==> config.mk <==
export PLATFORM = sky130hd
export DESIGN_NAME = sequenciador_uart_jogo
export DESIGN_NICKNAME = d
export VERILOG_FILES = /design/src/rtl/jogo_pkg.sv /design/src/rtl/temporizador_keepalive.sv /design/src/rtl/sequenciador_uart_jogo.sv
export SDC_FILE = /design/constraint.sdc
export NUM_CORES = 1
export LEC_CHECK = 0
export CORE_ASPECT_RATIO = 0.5
export CORE_MARGIN = 4
export CORE_UTILIZATION = 30
export CTS_BUF_LIST = sky130_fd_sc_hd__clkbuf_16
export CTS_CLUSTER_DIAMETER = 120
export DETAILED_ROUTE_END_ITERATION = 16
export GPL_TIMING_DRIVEN = 1
export SYNTH_ARGS = -nofsm -noshare
export SYNTH_HDL_FRONTEND = slang
export SYNTH_SLANG_ARGS = --single-unit
==> constraint.sdc <==
create_clock -name clock -period 2.15 [get_ports clock]
set_clock_uncertainty 0.15 [all_clocks]
set_input_delay 0.215 -clock clock [delete_from_list [all_inputs] [get_ports clock]]
set_output_delay 0.215 -clock clock [all_outputs]
set_load 0.03 [all_outputs]
==> src/rtl/jogo_pkg.sv <==
// Shared definitions for the game UART sequencer: FSM state codes, header
// default, snapshot layout and packet byte builder.
// SEQ_UART_CHECKSUM_EN adds a fifth XOR checksum byte to every packet.
package jogo_pkg;

    typedef enum logic [3:0] {
        OCIOSO         = 4'd0,
        CAPTURA        = 4'd1,
        EMITE          = 4'd2,
        AGUARDA_ACEITE = 4'd3,
        AGUARDA_FIM    = 4'd4,
        FIM            = 4'd5
    } estado_seq_t;

    localparam logic [7:0] CABECALHO_PADRAO = 8'hA5;

    // Field order fixes the snapshot bit offsets (estado at [17:14]).
    typedef struct packed {
        logic [3:0] est;
        logic [3:0] mac;
        logic [3:0] mic;
        logic [1:0] jog;
        logic [1:0] res_macro;
        logic [1:0] res_jogo;
    } snapshot_t;

`ifdef SEQ_UART_CHECKSUM_EN
    localparam int N_BYTES = 5;
`else
    localparam int N_BYTES = 4;
`endif

    function automatic logic [7:0] byte_pacote(
        input logic [7:0] cab,
        input snapshot_t  s,
        input logic [2:0] i
    );
        logic [7:0] b1;
        logic [7:0] b2;
        logic [7:0] b3;
        logic [7:0] r;
        b1 = {s.est, s.mac};
        b2 = {s.mic, s.jog, s.res_macro};
        b3 = {s.res_jogo, 6'b0};
        r  = 8'h00;
        case (i)
            3'd0:    r = cab;
            3'd1:    r = b1;
            3'd2:    r = b2;
            3'd3:    r = b3;
`ifdef SEQ_UART_CHECKSUM_EN
            3'd4:    r = cab ^ b1 ^ b2 ^ b3;
`endif
            default: r = 8'h00;
        endcase
        return r;
    endfunction

endpackage

==> src/rtl/temporizador_keepalive.sv <==
// Keep-alive timer: counts enabled cycles and pulses expirou on count
// PERIODO-1, then restarts. PERIODO=0 disables the pulse entirely.
// Ports: clock, reset (async active-low), limpa (sync clear), conta
// (count enable), expirou (expiry pulse, combinational).
module temporizador_keepalive #(
    parameter int unsigned PERIODO = 0,
    parameter int unsigned LARGURA = 24
) (
    input  logic clock,
    input  logic reset,
    input  logic limpa,
    input  logic conta,
    output logic expirou
);

    localparam int unsigned ALVO_I = (PERIODO > 0) ? PERIODO - 1 : 0;
    localparam logic [LARGURA-1:0] ALVO = LARGURA'(ALVO_I);
    localparam logic ATIVO = (PERIODO > 0);

    logic [LARGURA-1:0] contagem;
    logic               no_alvo;

    assign no_alvo = (contagem == ALVO);
    assign expirou = ATIVO && conta && !limpa && no_alvo;

    always_ff @(posedge clock or negedge reset) begin
        if (!reset) begin
            contagem <= '0;
        end else if (limpa) begin
            contagem <= '0;
        end else if (conta) begin
            contagem <= no_alvo ? '0 : contagem + 1'b1;
        end
    end

endmodule

==> src/rtl/sequenciador_uart_jogo.sv <==
// Streams a frozen game-state snapshot to a byte UART tx whenever the state
// changes (or on keep-alive expiry). Ports: clock, reset (async active-low),
// habilita, game-state inputs, tx_pronto / tx_partida / tx_dado handshake,
// ocupado, db_estado. SEQ_UART_CHECKSUM_EN appends an XOR checksum byte.
module sequenciador_uart_jogo
    import jogo_pkg::*;
#(
    parameter logic [7:0]  CABECALHO  = CABECALHO_PADRAO,
    parameter int unsigned PERIODO_KA = 0,
    parameter int unsigned LARGURA_KA = 24
) (
    input  logic       clock,
    input  logic       reset,
    input  logic       habilita,
    input  logic [3:0] macro,
    input  logic [3:0] micro,
    input  logic [3:0] estado,
    input  logic [1:0] resultado_macro,
    input  logic [1:0] resultado_jogo,
    input  logic [1:0] jogador,
    input  logic       tx_pronto,
    output logic       tx_partida,
    output logic [7:0] tx_dado,
    output logic       ocupado,
    output logic [3:0] db_estado
);

    localparam logic [2:0] ULTIMO = 3'(N_BYTES - 1);

    estado_seq_t atual;
    estado_seq_t proximo;
    snapshot_t   s_atual;
    snapshot_t   snapshot;
    snapshot_t   ultimo_enviado;
    logic        pendente;
    logic [2:0]  indice;
    logic [7:0]  dado_q;
    logic [7:0]  byte_atual;
    logic        ocupado_q;
    logic        ka_expirou;
    logic        ka_limpa;
    logic        em_pacote;

    assign s_atual = '{
        est:       estado,
        mac:       macro,
        mic:       micro,
        jog:       jogador,
        res_macro: resultado_macro,
        res_jogo:  resultado_jogo
    };

    assign byte_atual = byte_pacote(CABECALHO, snapshot, indice);
    assign ka_limpa   = (atual == FIM) || !habilita;
    assign em_pacote  = (atual == EMITE) || (atual == AGUARDA_ACEITE) ||
                        (atual == AGUARDA_FIM) || (atual == FIM);

    temporizador_keepalive #(
        .PERIODO (PERIODO_KA),
        .LARGURA (LARGURA_KA)
    ) u_keepalive (
        .clock   (clock),
        .reset   (reset),
        .limpa   (ka_limpa),
        .conta   (atual == OCIOSO),
        .expirou (ka_expirou)
    );

    always_ff @(posedge clock or negedge reset) begin
        if (!reset) atual <= OCIOSO;
        else        atual <= proximo;
    end

    always_comb begin
        proximo    = atual;
        tx_partida = 1'b0;
        unique case (atual)
            OCIOSO: begin
                if (habilita && (s_atual != ultimo_enviado || ka_expirou))
                    proximo = CAPTURA;
            end
            CAPTURA: proximo = EMITE;
            EMITE: begin
                if (tx_pronto) begin
                    tx_partida = 1'b1;
                    proximo    = AGUARDA_ACEITE;
                end
            end
            AGUARDA_ACEITE: begin
                if (!tx_pronto) proximo = AGUARDA_FIM;
            end
            AGUARDA_FIM: begin
                if (tx_pronto) proximo = (indice == ULTIMO) ? FIM : EMITE;
            end
            FIM: proximo = (pendente && habilita) ? CAPTURA : OCIOSO;
            default: proximo = OCIOSO;
        endcase
    end

    always_ff @(posedge clock or negedge reset) begin
        if (!reset) begin
            snapshot       <= '0;
            ultimo_enviado <= '0;
            indice         <= '0;
            dado_q         <= '0;
            ocupado_q      <= 1'b0;
        end else begin
            if (atual == CAPTURA) begin
                snapshot  <= s_atual;
                indice    <= '0;
                ocupado_q <= 1'b1;
            end
            if (atual == EMITE && tx_pronto)
                dado_q <= byte_atual;
            if (atual == AGUARDA_FIM && tx_pronto && indice != ULTIMO)
                indice <= indice + 1'b1;
            if (atual == FIM) begin
                ultimo_enviado <= snapshot;
                ocupado_q      <= 1'b0;
            end
        end
    end

    // Sticky: any divergence from the frozen snapshot while a packet is
    // in flight requests exactly one follow-up packet.
    always_ff @(posedge clock or negedge reset) begin
        if (!reset) begin
            pendente <= 1'b0;
        end else if (atual == CAPTURA || atual == OCIOSO) begin
            pendente <= 1'b0;
        end else if (em_pacote && s_atual != snapshot) begin
            pendente <= 1'b1;
        end
    end

    // The byte is visible in the same cycle as the start pulse, then held.
    assign tx_dado   = (atual == EMITE && tx_pronto) ? byte_atual : dado_q;
    assign ocupado   = ocupado_q;
    assign db_estado = atual;

endmodule

==> load_flow_metrics.sql, run 1 <==
INSERT INTO impl_metrics (metric_group, metric, value, unit) VALUES
('timing', 'timing.fmax', '423', 'MHz'),
('critical_path', 'critPathTopFamily', 'simple AND/OR/NAND/NOR gates', ''),
('detailed_routing', 'route.final.wire_length', '6.59', 'mm'),
('cells_and_area', 'insertedDiodeCount', '0', ''),
('timing', 'hold-worst-slack', '0.324', 'ns'),
('detailed_routing', 'antenna_left', '0', ''),
('place', 'globalplace.congestion', '0.775', ''),
('worst_hold_path', 'worst_hold_path_type', 'reg2reg', ''),
('clocking', 'clkTransAtPathRegs', '0.07', 'ns'),
('power', 'power.density_cell_area', '1450', 'nW/um2'),
('critical_path', 'nature_of_the_critical_path_startpoint', 'flop', ''),
('power', 'power.static_leakage', '0.00156', 'uW'),
('floorplan', 'ios', '36', ''),
('critical_path', 'worst_ep_arrival_time', '2.00', 'ns'),
('synth', 'synth_edf_count', '0', ''),
('critical_path', 'worst_path_largest_cell_delay', '0.49', 'ns'),
('floorplan', 'floorplan.core_area', '8860', 'um2'),
('detailed_routing', 'first_iter_violations', '90', ''),
('timing', 'slew_headroom', '0.537', ''),
('detailed_routing', 'post_drt_wl_per_cell', '16.3', 'um'),
('synth', 'synth.distinct_cells', '39', ''),
('cells_and_area', 'proportion_of_layout_cells_with_a_drive_suffix_above_1', '0.352', ''),
('critical_path', 'critical_path.n_buffers_inverters', '1', ''),
('synth', 'synth_top_cell_by_area', 'dfrtp_1', ''),
('global_route', 'gr-usage-all-layers', '0.128', ''),
('clocking', 'numClockSinks', '52', ''),
('synth', 'synth_area', '2780', 'um2'),
('timing', 'final_period_minus_worst_setup_slack', '2.36', 'ns'),
('synth', 'syn-num-nets', '262', ''),
('synth', 'postSynth.topFlopCell', 'dfrtp_1', ''),
('floorplan', 'die-area', '10900', 'um2'),
('clocking', 'worst_skew_pair.late_latency', '0.29', 'ns'),
('timing', 'rsz0062_at_grt', 'yes', ''),
('clocking', 'cts_buffers', '5', ''),
('critical_path', 'critical-path-slowest-cell', 'or4_4', ''),
('floorplan', 'placementRows', '24', ''),
('critical_path', 'cp_cell_sequence', 'ha_2 > ha_4 > or4_4 > nand3_4 > o21ai_2 > buf_6', ''),
('place', 'dp_hpwl', '4.79', 'mm'),
('global_route', 'grt_overflow', '0', ''),
('place', 'port_buffers', '34', ''),
('place', 'pre_cts_slack', '-0.0677', 'ns'),
('global_route', 'first_global_vias', '2164', ''),
('timing', 'slew_viol_final', '0', ''),
('detailed_routing', 'avgViaCountPerCell', '4.88', ''),
('clocking', 'cts-root-to-sink-buffers', '2', ''),
('synth', 'synth_largest_type_area_fraction', '0.469', ''),
('global_route', 'grt_max_degree', '31', ''),
('critical_path', 'critical_path_class', 'reg2out', ''),
('clocking', 'tritoncts', 'built', ''),
('timing', 'hold_viol', '0', ''),
('floorplan', 'die_width', '144', 'um'),
('timing', 'final.period_utilization', '1.10', ''),
('synth', 'post_synth.cell_area_avg', '11.9', 'um2'),
('global_route', 'antenna_found_initial', '0', ''),
('run', 'max_cap_violations', '0', ''),
('synth', 'fraction_of_the_yosys_area_taken_by_sequential_cells', '0.469', ''),
('critical_path', 'timing.critical_path.fanout_max', '6', ''),
('critical_path', 'setup.worst_path.end_class', 'output pin', ''),
('clocking', 'clock_tree.root_cell', 'clkbuf_16', ''),
('cells_and_area', 'syn2layout_area_growth', '29.5', '%'),
('place', 'numPlacedInstances', '387', ''),
('cells_and_area', 'nNetsFinal', '315', ''),
('synth', 'synthCells', '233', ''),
('synth', 'synthesis.yosys.warnings', '0', ''),
('global_route', 'wire_length_of_the_first_global_routing_pass', '11.2', 'mm'),
('run_status', 'violated_checks', 'negative setup slack', ''),
('timing', 'timing.final.setup_violations', '8', ''),
('synth', 'synthArstFlopShare', '1.00', ''),
('synth', 'netlist_top_cells_area', 'dfrtp_1 (47%), mux2_2 (11%), xor2_1 (9.2%)', ''),
('timing', 'postLayoutSetupSlackWorst', '-0.212', 'ns'),
('clocking', 'htreeDepth', '2', ''),
('power', 'max_rail_drop_vdd', '0.419', 'mV'),
('detailed_routing', 'drt_first_pass_iters', '4', ''),
('synth', 'synthTopCellsByCount', 'dfrtp_1 (52), xor2_1 (29), mux2_2 (26), nand2_1 (15), mux2_4 (10)', ''),
('floorplan', 'starting_utilization_of_the_core_area', '0.313', ''),
('synth', 'ys_ff_latch', '52', ''),
('synth', 'synth_most_common_cell', 'dfrtp_1', ''),
('run_status', 'outcome', 'finished, violations left', ''),
('critical_path', 'cp_data_required_time', '1.78', 'ns'),
('floorplan', 'vert_die_dim', '76.0', 'um'),
('cells_and_area', 'fin_cells', '404', ''),
('detailed_routing', 'vias', '1971', ''),
('detailed_routing', 'detail_route.drc_violations', '0', ''),
('timing', 'timing_worst_slew_pin_value', '0.695', 'ns');
registers in the layout (all words and copies together) (netlist names):
register,count
indice,3
snapshot,18
pendente,1
db_estado,3
ultimo_enviado,18
ocupado,1
dado_q,8
per-stage QoR:
step / utilization / power [uW] / cell area (um2) / TNS [ns]
finish: 0.406 / 5220 / 3590 / -1.28
global route: 0.406 / 5570 / 3590 / -1.90
CTS: 0.403 / 5200 / 3570 / -1.13
detailed placement: 0.366 / 4170 / 3240 / -0.227
global placement: 0.366 / 4090 / 3240 / -0.0212
floorplan: - / 3490 / 2780 / -0.267
cell families after synthesis:
family / synth area share
flip-flops: 0.469
AND/OR/NAND/NOR: 0.101
multiplexers: 0.164
XOR/XNOR: 0.114
AO/OA/AOI/OAI: 0.0744
buffers and inverters: 0.0460
adder cells (fa/ha/maj): 0.0316
other: 0.00135
final timing paths:
path | cells past startpoint | end | slack [ns] | startpoint
max in group asynchronous | 3 | pendente | 0.85 | reset
hold / removal | 2 | ocupado | 0.32 | ocupado
setup / recovery | 6 | tx_dado[5] | -0.21 | indice[1]
hold reg to reg | 2 | ocupado | 0.32 | ocupado
min in group asynchronous | 2 | snapshot[7] | 0.35 | reset
setup reg to reg | 11 | dado_q[7] | 0 | indice[1]
layout make-up:
class	instances	area, um2
fill	828	5270
sequential	52	1300
tap	117	146
timing repair buffer	57	534
clock inverter	3	13.8
inverter	7	31.3
multi-input combinational	163	1440
clock buffer	5	125
placed cells by master (no fill, tap or decap), types with 5 or more instances in the layout:
master           Yosys  routed
buf_4                2      21
xnor2_1              7       7
xor2_1              29      29
clkdlybuf4s50_1      0      24
nand3_1              6       6
inv_1                6       6
dfrtp_1             52      52
nand2_1             15      15
o21ai_0              5       5
clkbuf_16            0       5
o21ai_2              0       6
mux2_2              26      26
buf_6                6       9
nor4_1               7       6
mux2_4              10      10
routing by layer:
| metal | GRT usage | part of all wire | wire length (um) | vias up |
|---|---|---|---|---|
| met5 | 0 | 0 | 0 | - |
| met4 | 0.0404 | 0.018 | 121 | 0 |
| met3 | 0.0238 | 0.031 | 206 | 11 |
| met2 | 0.208 | 0.49 | 3230 | 35 |
| met1 | 0.172 | 0.46 | 3030 | 994 |
| li1 | - | - | - | 931 |
repair_timing:
action                     CTS  global route
resized for setup           25             5
pin swaps                   11             3
setup endpoints to repair    8            10
hold buffers                 1             0
setup buffers                8             0
hold endpoints to repair    28             0
worst register-to-register path: cells and delay by family (launching register included):
kind,cells,cell delay (ns)
DFF,1,0.43
and+or+nand+nor,1,0.09
adders and majority gates,1,0.17
AOI/OAI and AO/OA,3,0.46
buffers and inverters,6,0.77
where the power goes:
| group | internal (uW) | switching [uW] | total [uW] |
|---|---|---|---|
| sequential | 1450 | 458 | 1910 |
| combinational | 1300 | 1220 | 2530 |
| clock | 424 | 354 | 778 |
No activity file was read; power rests on OpenSTA's default activity.
==> run 2: changes to the inputs <==
- SETUP_SLACK_MARGIN: default -> 0.2
- clock period: 2.15 -> 2.42 ns (I/O delays scaled with it)
==> run 2 against run 1 <==
The flow now finishes without violations. Non-clock buffer count fell by 12. Sequential power fell by 10%. Sequential share of layout area grew 1.1 points. Total power fell by 12%. Clock-buffer cell count did not move. Core utilization fell by 1.2 points. Critical path type unchanged. Final cell count fell by 3.0%.
==> load_flow_metrics.sql, run 2 (synthesis gave the netlist of run 1 again) <==
INSERT INTO impl_metrics (metric_group, metric, value, unit) VALUES
('timing', 'timing.final.setup_violations', '0', ''),
('place', 'dp_hpwl', '4.73', 'mm'),
('critical_path', 'cp_cell_sequence', 'ha_2 > ha_4 > or4_4 > nand3_4 > o21ai_2 > buf_6', ''),
('cells_and_area', 'syn2layout_area_growth', '25.7', '%'),
('timing', 'hold_viol', '0', ''),
('clocking', 'tritoncts', 'built', ''),
('global_route', 'grt_max_degree', '24', ''),
('cells_and_area', 'layout.cell_area.non_filler', '3490', 'um2'),
('cells_and_area', 'multiInputGateArea', '1420', 'um2'),
('timing', 'hold-worst-slack', '0.317', 'ns'),
('cells_and_area', 'commonest_cells_after_routing_fill_and_taps_aside', 'dfrtp_1 (51), xor2_1 (29), mux2_2 (26)', ''),
('clocking', 'cts_buffers', '5', ''),
('critical_path', 'nature_of_the_critical_path_startpoint', 'flop', ''),
('floorplan', 'placementRows', '24', ''),
('cells_and_area', 'layout.cells.most_common', 'dfrtp_1', ''),
('place', 'placement.cell_area', '3190', 'um2'),
('place', 'numPlacedInstances', '380', ''),
('timing', 'rsz0062_at_grt', 'yes', ''),
('place', 'globalplace.congestion', '0.795', ''),
('detailed_routing', 'route.final.wire_length', '6.38', 'mm'),
('global_route', 'grt_overflow', '0', ''),
('timing', 'final_period_minus_worst_setup_slack', '2.37', 'ns'),
('cells_and_area', 'reg.largest.list', 'snapshot: 18 flops, ultimo_enviado: 18 flops, dado_q: 8 flops', ''),
('critical_path', 'timing.critical_path.fanout_max', '6', ''),
('global_route', 'gr-usage-all-layers', '0.122', ''),
('timing', 'slew_headroom', '0.639', ''),
('critical_path', 'critical_path.n_buffers_inverters', '1', ''),
('cells_and_area', 'proportion_of_layout_cells_with_a_drive_suffix_above_1', '0.309', ''),
('place', 'port_buffers', '34', ''),
('clocking', 'clkTransAtPathRegs', '0.07', 'ns'),
('timing', 'timing.fmax', '422', 'MHz'),
('floorplan', 'floorplan.core_area', '8860', 'um2'),
('detailed_routing', 'detail_route.drc_violations', '0', ''),
('detailed_routing', 'first_iter_violations', '46', ''),
('cells_and_area', 'insertedDiodeCount', '0', ''),
('power', 'power.static_leakage', '0.00150', 'uW'),
('cells_and_area', 'finish.utilization', '0.394', ''),
('critical_path', 'worst_path_largest_cell_delay', '0.49', 'ns'),
('cells_and_area', 'register_area', '1300', 'um2'),
('clocking', 'numClockSinks', '52', ''),
('critical_path', 'critical-path-slowest-cell', 'or4_4', ''),
('clocking', 'worst_skew_pair.late_latency', '0.29', 'ns'),
('timing', 'slew_viol_final', '0', ''),
('power', 'power.density_cell_area', '1310', 'nW/um2'),
('global_route', 'antenna_found_initial', '0', ''),
('worst_hold_path', 'worst_hold_path_type', 'in2async', ''),
('floorplan', 'vert_die_dim', '76.0', 'um'),
('timing', 'final.period_utilization', '0.979', ''),
('critical_path', 'critPathTopFamily', 'simple AND/OR/NAND/NOR gates', ''),
('detailed_routing', 'drt_first_pass_iters', '6', ''),
('timing', 'timing_worst_slew_pin_value', '0.542', 'ns'),
('floorplan', 'starting_utilization_of_the_core_area', '0.313', ''),
('critical_path', 'worst_ep_arrival_time', '1.98', 'ns'),
('floorplan', 'die-area', '10900', 'um2'),
('cells_and_area', 'fin_cells', '392', ''),
('detailed_routing', 'vias', '1899', ''),
('critical_path', 'setup.worst_path.end_class', 'output pin', ''),
('detailed_routing', 'avgViaCountPerCell', '4.84', ''),
('clocking', 'cts-root-to-sink-buffers', '2', ''),
('detailed_routing', 'post_drt_wl_per_cell', '16.3', 'um'),
('power', 'max_rail_drop_vdd', '0.371', 'mV'),
('global_route', 'wire_length_of_the_first_global_routing_pass', '10.6', 'mm'),
('critical_path', 'critical_path_class', 'reg2out', ''),
('floorplan', 'ios', '36', ''),
('run', 'max_cap_violations', '0', ''),
('floorplan', 'die_width', '144', 'um'),
('global_route', 'first_global_vias', '2055', ''),
('cells_and_area', 'final.fill_count', '837', ''),
('cells_and_area', 'nNetsFinal', '303', ''),
('clocking', 'htreeDepth', '2', ''),
('detailed_routing', 'antenna_left', '0', ''),
('critical_path', 'cp_data_required_time', '2.03', 'ns'),
('run_status', 'outcome', 'completed', ''),
('clocking', 'clock_tree.root_cell', 'clkbuf_16', '');
-- run 2: cell count changes in the layout (fill, tap and decap cells not counted), moves of 2 or more --
cell,change
a21oi_1,+2
a21oi_2,-2
a221oi_1,+2
a221oi_2,-2
buf_4,-9
buf_6,-2
-- run 2: power by group --
group | switching [uW] | internal (uW)
clock network | 312 | 483
registers | 419 | 1290
logic | 1020 | 1050
total | 1750 | 2830
-- run 2: worst register-to-register path: cells and delay by family (launching register included) --
kind	cells	cell delay, ns
AND/OR/NAND/NOR	4	0.99
XOR/XNOR	1	0.19
flip-flops	1	0.45
-- run 2: path summary, 6_finish.rpt --
path                       cells after the start  slack [ns]           to          from
min in group clock                             2        0.33    dado_q[5]     dado_q[5]
hold / removal                                 2        0.32    dado_q[5]         reset
max in group asynchronous                      3        1.14  snapshot[1]         reset
setup / recovery                               6        0.05   tx_dado[3]     indice[0]
setup reg to reg                               5        0.51     pendente  snapshot[17]
hold reg to reg                                2        0.33    dado_q[5]     dado_q[5]
-- run 2: metal layers --
metal	wire, um	global-route usage
met1	2970	0.163
met2	3120	0.192
met3	164	0.0251
met4	129	0.0461
met5	0	0
-- run 2: cell type report --
class | count | share of cell area
clock buffer | 5 | 0.0359
clock inverter | 3 | 0.0111
inverter | 7 | 0.00897
multi-input combinational | 163 | 0.407
sequential | 52 | 0.374
tap | 117 | 0.0420
timing repair buffer | 45 | 0.122
-- run 2: timing repair --
item / in CTS / in global routing
pin swaps: 10 / 0
hold buffers: 1 / 0
gates resized for setup: 21 / 4
cloned: 0 / 0
hold endpoints to repair: 21 / 0
buffers inserted: 3 / 0
endpoints found under the setup margin: 8 / 8
-- run 2: through the flow --
stage | setup TNS [ns] | setup WS (ns) | power [uW]
after global placement | 0 | 0.205 | 3610
final | 0 | 0.0497 | 4590
after global routing | -0.00547 | -0.00543 | 4880
after floorplan | 0 | 0.204 | 3100
after CTS | 0 | 0.0706 | 4600
after detailed placement | 0 | 0.133 | 3670
